## config.mk

```make
export PLATFORM = sky130hd
export DESIGN_NAME = lif_spike_rate_monitor
export DESIGN_NICKNAME = d
export VERILOG_FILES = /design/src/rtl/lif_spike_rate_monitor.sv
export SDC_FILE = /design/constraint.sdc
export NUM_CORES = 1
export LEC_CHECK = 0
export CAP_MARGIN = 20
export CORE_ASPECT_RATIO = 0.6
export CORE_UTILIZATION = 53
export DETAILED_ROUTE_END_ITERATION = 8
export MAX_ROUTING_LAYER = met4
export PLACE_DENSITY = 0.8
export SLEW_MARGIN = 20
export SYNTH_ARGS = -nofsm -noshare
export SYNTH_HDL_FRONTEND = slang
export SYNTH_SLANG_ARGS = --single-unit
```

## constraint.sdc

```tcl
create_clock -name clk_i -period 4.5 [get_ports clk_i]
set_clock_uncertainty 0.1 [all_clocks]
set_input_delay 0.9 -clock clk_i [delete_from_list [all_inputs] [get_ports clk_i]]
set_output_delay 0.9 -clock clk_i [all_outputs]
set_load 0.02 [all_outputs]
```

## src/rtl/lif_spike_rate_monitor.sv

```systemverilog
// Windowed spike-rate monitor for a LIF neuron: counts spikes over W steps and pulses the result.
// Define LIF_MON_ISI_EN to add per-window minimum inter-spike-interval tracking on isi_min_o.
module lif_spike_rate_monitor #(
  parameter int WIN_BITS = 8,
  parameter int CNT_BITS = 8,
  parameter int ISI_BITS = 8
) (
  input  logic                clk_i,
  input  logic                rst_ni,
  input  logic                step_i,
  input  logic                spike_i,
  input  logic [WIN_BITS-1:0] win_len_i,
  input  logic                cont_i,
  input  logic                clear_i,
  output logic                busy_o,
  output logic [CNT_BITS-1:0] count_out_o,
  output logic                count_ovf_o,
  output logic                count_vld_o,
  output logic [ISI_BITS-1:0] isi_min_o
);

  localparam logic [1:0] IDLE  = 2'd0;
  localparam logic [1:0] COUNT = 2'd1;
  localparam logic [1:0] DONE  = 2'd2;

  localparam logic [CNT_BITS-1:0] CNT_MAX = '1;

  logic [1:0]          state_q, state_d;
  logic [WIN_BITS:0]   win_q, win_d;
  logic [WIN_BITS:0]   stepCnt_q, stepCnt_d;
  logic [CNT_BITS-1:0] acc_q, acc_d;
  logic                ovf_q, ovf_d;
  logic [CNT_BITS-1:0] countOut_q, countOut_d;
  logic                countOvf_q, countOvf_d;
  logic                countVld_q, countVld_d;

  logic                accept;
  logic                firstStep;
  logic                lastStep;
  logic [WIN_BITS:0]   winStart;
  logic [WIN_BITS:0]   curWin;
  logic [WIN_BITS:0]   baseCnt;
  logic [WIN_BITS:0]   nextCnt;
  logic [CNT_BITS-1:0] baseAcc;
  logic                baseOvf;
  logic [CNT_BITS-1:0] nextAcc;
  logic                nextOvf;

  // A zero window length encodes the full 2**WIN_BITS steps, hence the extra bit.
  assign winStart  = (win_len_i == '0) ? {1'b1, {WIN_BITS{1'b0}}} : {1'b0, win_len_i};

  assign accept    = step_i & ~clear_i & (state_q != DONE);
  assign firstStep = accept & (state_q == IDLE);
  assign curWin    = firstStep ? winStart : win_q;
  assign baseCnt   = firstStep ? '0 : stepCnt_q;
  assign nextCnt   = baseCnt + 1'b1;
  assign lastStep  = accept & (nextCnt == curWin);

  assign baseAcc   = firstStep ? '0 : acc_q;
  assign baseOvf   = firstStep ? 1'b0 : ovf_q;
  assign nextAcc   = (spike_i && (baseAcc != CNT_MAX)) ? baseAcc + 1'b1 : baseAcc;
  assign nextOvf   = baseOvf | (spike_i & (baseAcc == CNT_MAX));

  // In continuous mode the last step drops back to IDLE so the very next step opens a new window.
  always_comb begin
    state_d    = state_q;
    win_d      = win_q;
    stepCnt_d  = stepCnt_q;
    acc_d      = acc_q;
    ovf_d      = ovf_q;
    countOut_d = countOut_q;
    countOvf_d = countOvf_q;
    countVld_d = 1'b0;
    if (clear_i) begin
      state_d   = IDLE;
      stepCnt_d = '0;
      acc_d     = '0;
      ovf_d     = 1'b0;
    end else if (accept) begin
      win_d     = curWin;
      stepCnt_d = nextCnt;
      acc_d     = nextAcc;
      ovf_d     = nextOvf;
      state_d   = COUNT;
      if (lastStep) begin
        countOut_d = nextAcc;
        countOvf_d = nextOvf;
        countVld_d = 1'b1;
        state_d    = cont_i ? IDLE : DONE;
        stepCnt_d  = '0;
        acc_d      = '0;
        ovf_d      = 1'b0;
      end
    end
  end

  always_ff @(posedge clk_i) begin
    if (!rst_ni) begin
      state_q    <= IDLE;
      win_q      <= '0;
      stepCnt_q  <= '0;
      acc_q      <= '0;
      ovf_q      <= 1'b0;
      countOut_q <= '0;
      countOvf_q <= 1'b0;
      countVld_q <= 1'b0;
    end else begin
      state_q    <= state_d;
      win_q      <= win_d;
      stepCnt_q  <= stepCnt_d;
      acc_q      <= acc_d;
      ovf_q      <= ovf_d;
      countOut_q <= countOut_d;
      countOvf_q <= countOvf_d;
      countVld_q <= countVld_d;
    end
  end

  assign busy_o      = (state_q == COUNT);
  assign count_out_o = countOut_q;
  assign count_ovf_o = countOvf_q;
  assign count_vld_o = countVld_q;

`ifdef LIF_MON_ISI_EN
  localparam logic [ISI_BITS-1:0] ISI_MAX = '1;

  logic [ISI_BITS-1:0] isiCnt_q, isiCnt_d;
  logic [ISI_BITS-1:0] isiRun_q, isiRun_d;
  logic [ISI_BITS-1:0] isiMin_q, isiMin_d;
  logic                seen_q, seen_d;
  logic [ISI_BITS-1:0] isiGap;
  logic [ISI_BITS-1:0] baseRun;
  logic                baseSeen;
  logic [ISI_BITS-1:0] runMin;

  // isiCnt holds steps elapsed since the last spike, so the gap to a spike on this step is isiCnt+1.
  assign isiGap   = (isiCnt_q == ISI_MAX) ? ISI_MAX : isiCnt_q + 1'b1;
  assign baseSeen = firstStep ? 1'b0 : seen_q;
  assign baseRun  = firstStep ? ISI_MAX : isiRun_q;
  assign runMin   = (spike_i && baseSeen && (isiGap < baseRun)) ? isiGap : baseRun;

  always_comb begin
    isiCnt_d = isiCnt_q;
    isiRun_d = isiRun_q;
    isiMin_d = isiMin_q;
    seen_d   = seen_q;
    if (clear_i) begin
      isiCnt_d = '0;
      isiRun_d = ISI_MAX;
      seen_d   = 1'b0;
    end else if (accept) begin
      isiCnt_d = spike_i ? '0 : isiGap;
      isiRun_d = runMin;
      seen_d   = baseSeen | spike_i;
      if (lastStep) begin
        isiMin_d = runMin;
        isiCnt_d = '0;
        isiRun_d = ISI_MAX;
        seen_d   = 1'b0;
      end
    end
  end

  always_ff @(posedge clk_i) begin
    if (!rst_ni) begin
      isiCnt_q <= '0;
      isiRun_q <= ISI_MAX;
      isiMin_q <= ISI_MAX;
      seen_q   <= 1'b0;
    end else begin
      isiCnt_q <= isiCnt_d;
      isiRun_q <= isiRun_d;
      isiMin_q <= isiMin_d;
      seen_q   <= seen_d;
    end
  end

  assign isi_min_o = isiMin_q;
`else
  assign isi_min_o = '1;
`endif

endmodule

```

==> impl_metrics.py, run 1 <==
metrics = {
    "worst_setup_path": {
        "r2r_slack_ns": 1.10,
        "crit_required_ns": 4.59,
        "crit_path_top_delay_cell": "or4b_1",
        "reg2reg_from": "state_q[1]",
        "cp.arrival_ns": 4.17,
        "timing.rr.end": "stepCnt_q[8]",
        "slowest_delay_ns": 0.57,
        "critPathKind": "in -> reg",
        "critPathTopFamily": "simple AND/OR/NAND/NOR gates",
        "path_cells": "clkdlybuf4s50_1 > or4b_1 > and2_1 > ha_1 > nand3_1 > nor3_1 > a211o_1 > nor4_1 > o2111ai_2 > and4_4 > a22o_1",
        "r2r_cells": 10,
        "endpoint_kind": "flip-flop",
        "crit_path_start_kind": "input pin",
        "worstSetupEndpoint": "stepCnt_q[8]",
        "cp_max_fo": 13,
        "path_depth": 11,
        "worst_setup_path_startpoint": "step_i",
        "critPathBufInv": 1,
    },
    "finish": {
        "mostFrequentLayoutCells": "39 x dfxtp_1, 29 x nand2_1, 24 x clkdlybuf4s50_1",
        "area_delta_synth_final_pct": 18.23,
        "final_cells": 316,
        "finalInstanceArea_um2": 2475,
        "diodes": 0,
        "drive_above_1_share": 0.06320,
        "fillers": 310,
        "final_common_cell": "dfxtp_1",
        "num-nets-final": 284,
    },
    "min_path": {
        "hp-class": "reg -> reg",
    },
    "cts": {
        "clock-sinks": 39,
        "cts_resized": 0,
        "hold_buffers": 0,
        "clkTransAtPathRegs_ns": 0.08,
        "clk_path_buf_depth": 2,
        "cts.repair_timing.setup_buffer_count": 0,
        "cts_tree": "built",
        "cts-buffers-inserted": 5,
        "clk_latency_ns": 0.30,
        "cts_root_buffer": "clkbuf_8",
        "ctsHtreeMaxLevel": 2,
    },
    "placement": {
        "dp_hpwl_mm": 3.155,
        "placedCellCount": 308,
        "routabilityCongestion": 0.8378,
        "dpl_cell_area_um2": 2342,
        "numPortBuffers": 24,
    },
    "sta": {
        "grt_setup_unrepaired": "no",
        "hold_viol": 0,
        "worst_slew_margin_rel": 0.5365,
        "finalSetupTns_ns": 0,
        "max_freq_ghz": 0.2452,
        "timing.final.crit_share": 0.9064,
        "tightest_slew_ns": 0.6930,
        "finalSetupViolations": 0,
        "whs_ns": 0.3884,
        "min_period_ns": 4.079,
        "maxSlewViolCount": 0,
    },
    "power_and_ir_drop": {
        "p_clk_frac": 0.458,
        "p_int_uw": 600.1,
        "swShare": 0.2234,
        "ir_drop_mv": 0.1926,
        "p_leak_uw": 0.0009746,
        "cellPowerDensity_nw_per_um2": 312.2,
        "comb_power_share": 0.084,
        "total_power_uw": 772.7,
        "seq_power_share": 0.458,
        "switchingPower_uw": 172.6,
    },
    "yosys": {
        "synth-edff-count": 0,
        "synth_cell_types": 46,
        "yosys_warnings": 0,
        "avgSynthCellArea_um2": 8.509,
        "synthTopCellsByArea": "dfxtp_1 37%, nor2b_1 6.3%, xnor2_1 5.4%",
        "seq_area_frac_synth": 0.3730,
        "syn_area_um2": 2093,
        "netlist.area_leader.share": 0.3730,
        "async_flop_share": 0,
        "yosys_most_used_dff": "dfxtp_1",
        "synth-seq-cells": 39,
        "synth_cells": 246,
        "yosys.area.top_type": "dfxtp_1",
    },
    "status": {
        "status": "completed",
    },
    "detailed_routing": {
        "vias": 1775,
        "avgRoutedWirePerCell_um": 14.67,
        "drtAntennaViolNets": 0,
        "drt_pass1_iterations": 4,
        "routed_via_density": 5.617,
        "drt_wl_total_mm": 4.637,
        "drc": 0,
        "drtIter0Drc": 133,
    },
    "global_routing": {
        "grt_pass1_vias": 1551,
        "grt_pass1_wl_mm": 7.652,
        "grt.total_usage": 0.2422,
        "grt_max_degree": 22,
        "gr-total-overflow": 0,
        "antenna_found_initial": 0,
    },
    "floorplan": {
        "die_w_um": 83.14,
        "rows": 17,
        "coreArea_um2": 3722,
        "initial_core_util": 0.5624,
        "die_y_um": 50.68,
        "die_area_um2": 4213,
        "io_pins": 33,
    },
    "job": {
        "max-cap-violations": 0,
    },
}
==> cell families (layout without fill, tap and decap cells) <==
logic type                 after synthesis  in the layout  share of synthesized area
DFF                                     39             39                     0.3730
buffers and inverters                   25             41                    0.06575
other                                    1              8                   0.001791
and+or+nand+nor                        101            101                     0.2528
AOI/OAI and AO/OA                       50             50                     0.1704
xor gates and xnor gates                17             17                    0.07113
adders and majority gates                2              2                    0.01195
muxes                                   11             11                    0.05320
==> cells in the mapped netlist, types with 2 or more instances <==
cell,n
xor2_1,4
a31oi_1,5
nand2b_1,2
nor2_1,13
buf_2,2
nand3b_1,4
nand2_1,29
inv_1,5
nand3_1,10
o21ai_1,2
nor4_1,2
nand4_1,2
mux2i_1,10
xnor2_1,13
nor3_1,3
and2_1,5
o21ai_0,3
a22o_1,12
o211ai_1,2
buf_4,9
a21boi_0,7
and3_1,3
dfxtp_1,39
or3_1,2
nor2b_1,21
clkbuf_1,8
ha_1,2
a21oi_1,9
==> cell type report <==
cell class | count | area (um^2) | share of cell area
clock buffers | 6 | 72.57 | 0.02932
clock inverters | 2 | 60.06 | 0.02427
inverters | 5 | 18.77 | 0.007583
multi-input cells | 189 | 1214 | 0.4904
flip-flops and latches | 39 | 780.7 | 0.3155
well taps | 47 | 58.81 | 0.02376
repair buffers | 28 | 270.3 | 0.1092
==> worst min-delay path: cells and delay by family (launching register included) <==
kind             cells  cell delay (ns)
flip-flops           1             0.32
AO/OA/AOI/OAI        1             0.06
AND/OR/NAND/NOR      1             0.05
==> per-layer routing <==
layer / up-vias / wire [um] / global-route usage
met5: - / 0 / -
met4: 0 / 51 / 0.08621
met3: 7 / 224 / 0.06086
met2: 35 / 1872 / 0.3333
met1: 841 / 2488 / 0.3414
li1: 892 / - / -
==> power by group through the flow <==
stage / Sequential [uW] / Clock (uW) / Combinational (uW)
3_3_place_gp: 362 / 0 / 63.1
2_1_floorplan: 361 / 0 / 44.9
5_1_grt: 355 / 373 / 70.7
6_report: 354 / 354 / 64.8
4_1_cts: 354 / 358 / 64.3
3_5_place_dp: 362 / 0 / 63.8
==> worst min path at each step <==
stage | from | to | slack, ns | cells past startpoint
2_1_floorplan | ovf_q | ovf_q | 0.35 | 1
3_3_place_gp | ovf_q | ovf_q | 0.36 | 1
6_report | win_q[0] | win_q[0] | 0.39 | 2
5_1_grt | stepCnt_q[8] | stepCnt_q[8] | 0.42 | 1
4_1_cts | win_q[4] | win_q[4] | 0.39 | 2
3_5_place_dp | ovf_q | ovf_q | 0.37 | 1
==> sequential cells by signal, indices dropped and copies added (netlist names) <==
register	count
stepCnt_q	9
count_ovf_o	1
ovf_q	1
win_q	9
acc_q	8
state_q	2
count_vld_o	1
count_out_o	8
==> stage by stage <==
stage,setup WS (ns),util
2_1_floorplan,0.5402,-
3_3_place_gp,0.2775,0.6292
3_5_place_dp,0.1132,0.6292
4_1_cts,0.4271,0.6649
5_1_grt,0.2177,0.6649
6_report,0.4211,0.6649
No activity file was read; power rests on OpenSTA's default activity.
==> run 2: changes to the inputs <==
--- a/config.mk
+++ b/config.mk
@@ -5,6 +5,7 @@
 export SDC_FILE = /design/constraint.sdc
 export NUM_CORES = 1
 export LEC_CHECK = 0
+export ABC_CLOCK_PERIOD_IN_PS = 4500
 export CAP_MARGIN = 20
 export CORE_ASPECT_RATIO = 0.6
 export CORE_UTILIZATION = 53
==> results of run 2 <==
Final layout, timing and power as in run 1 (identical DEF).
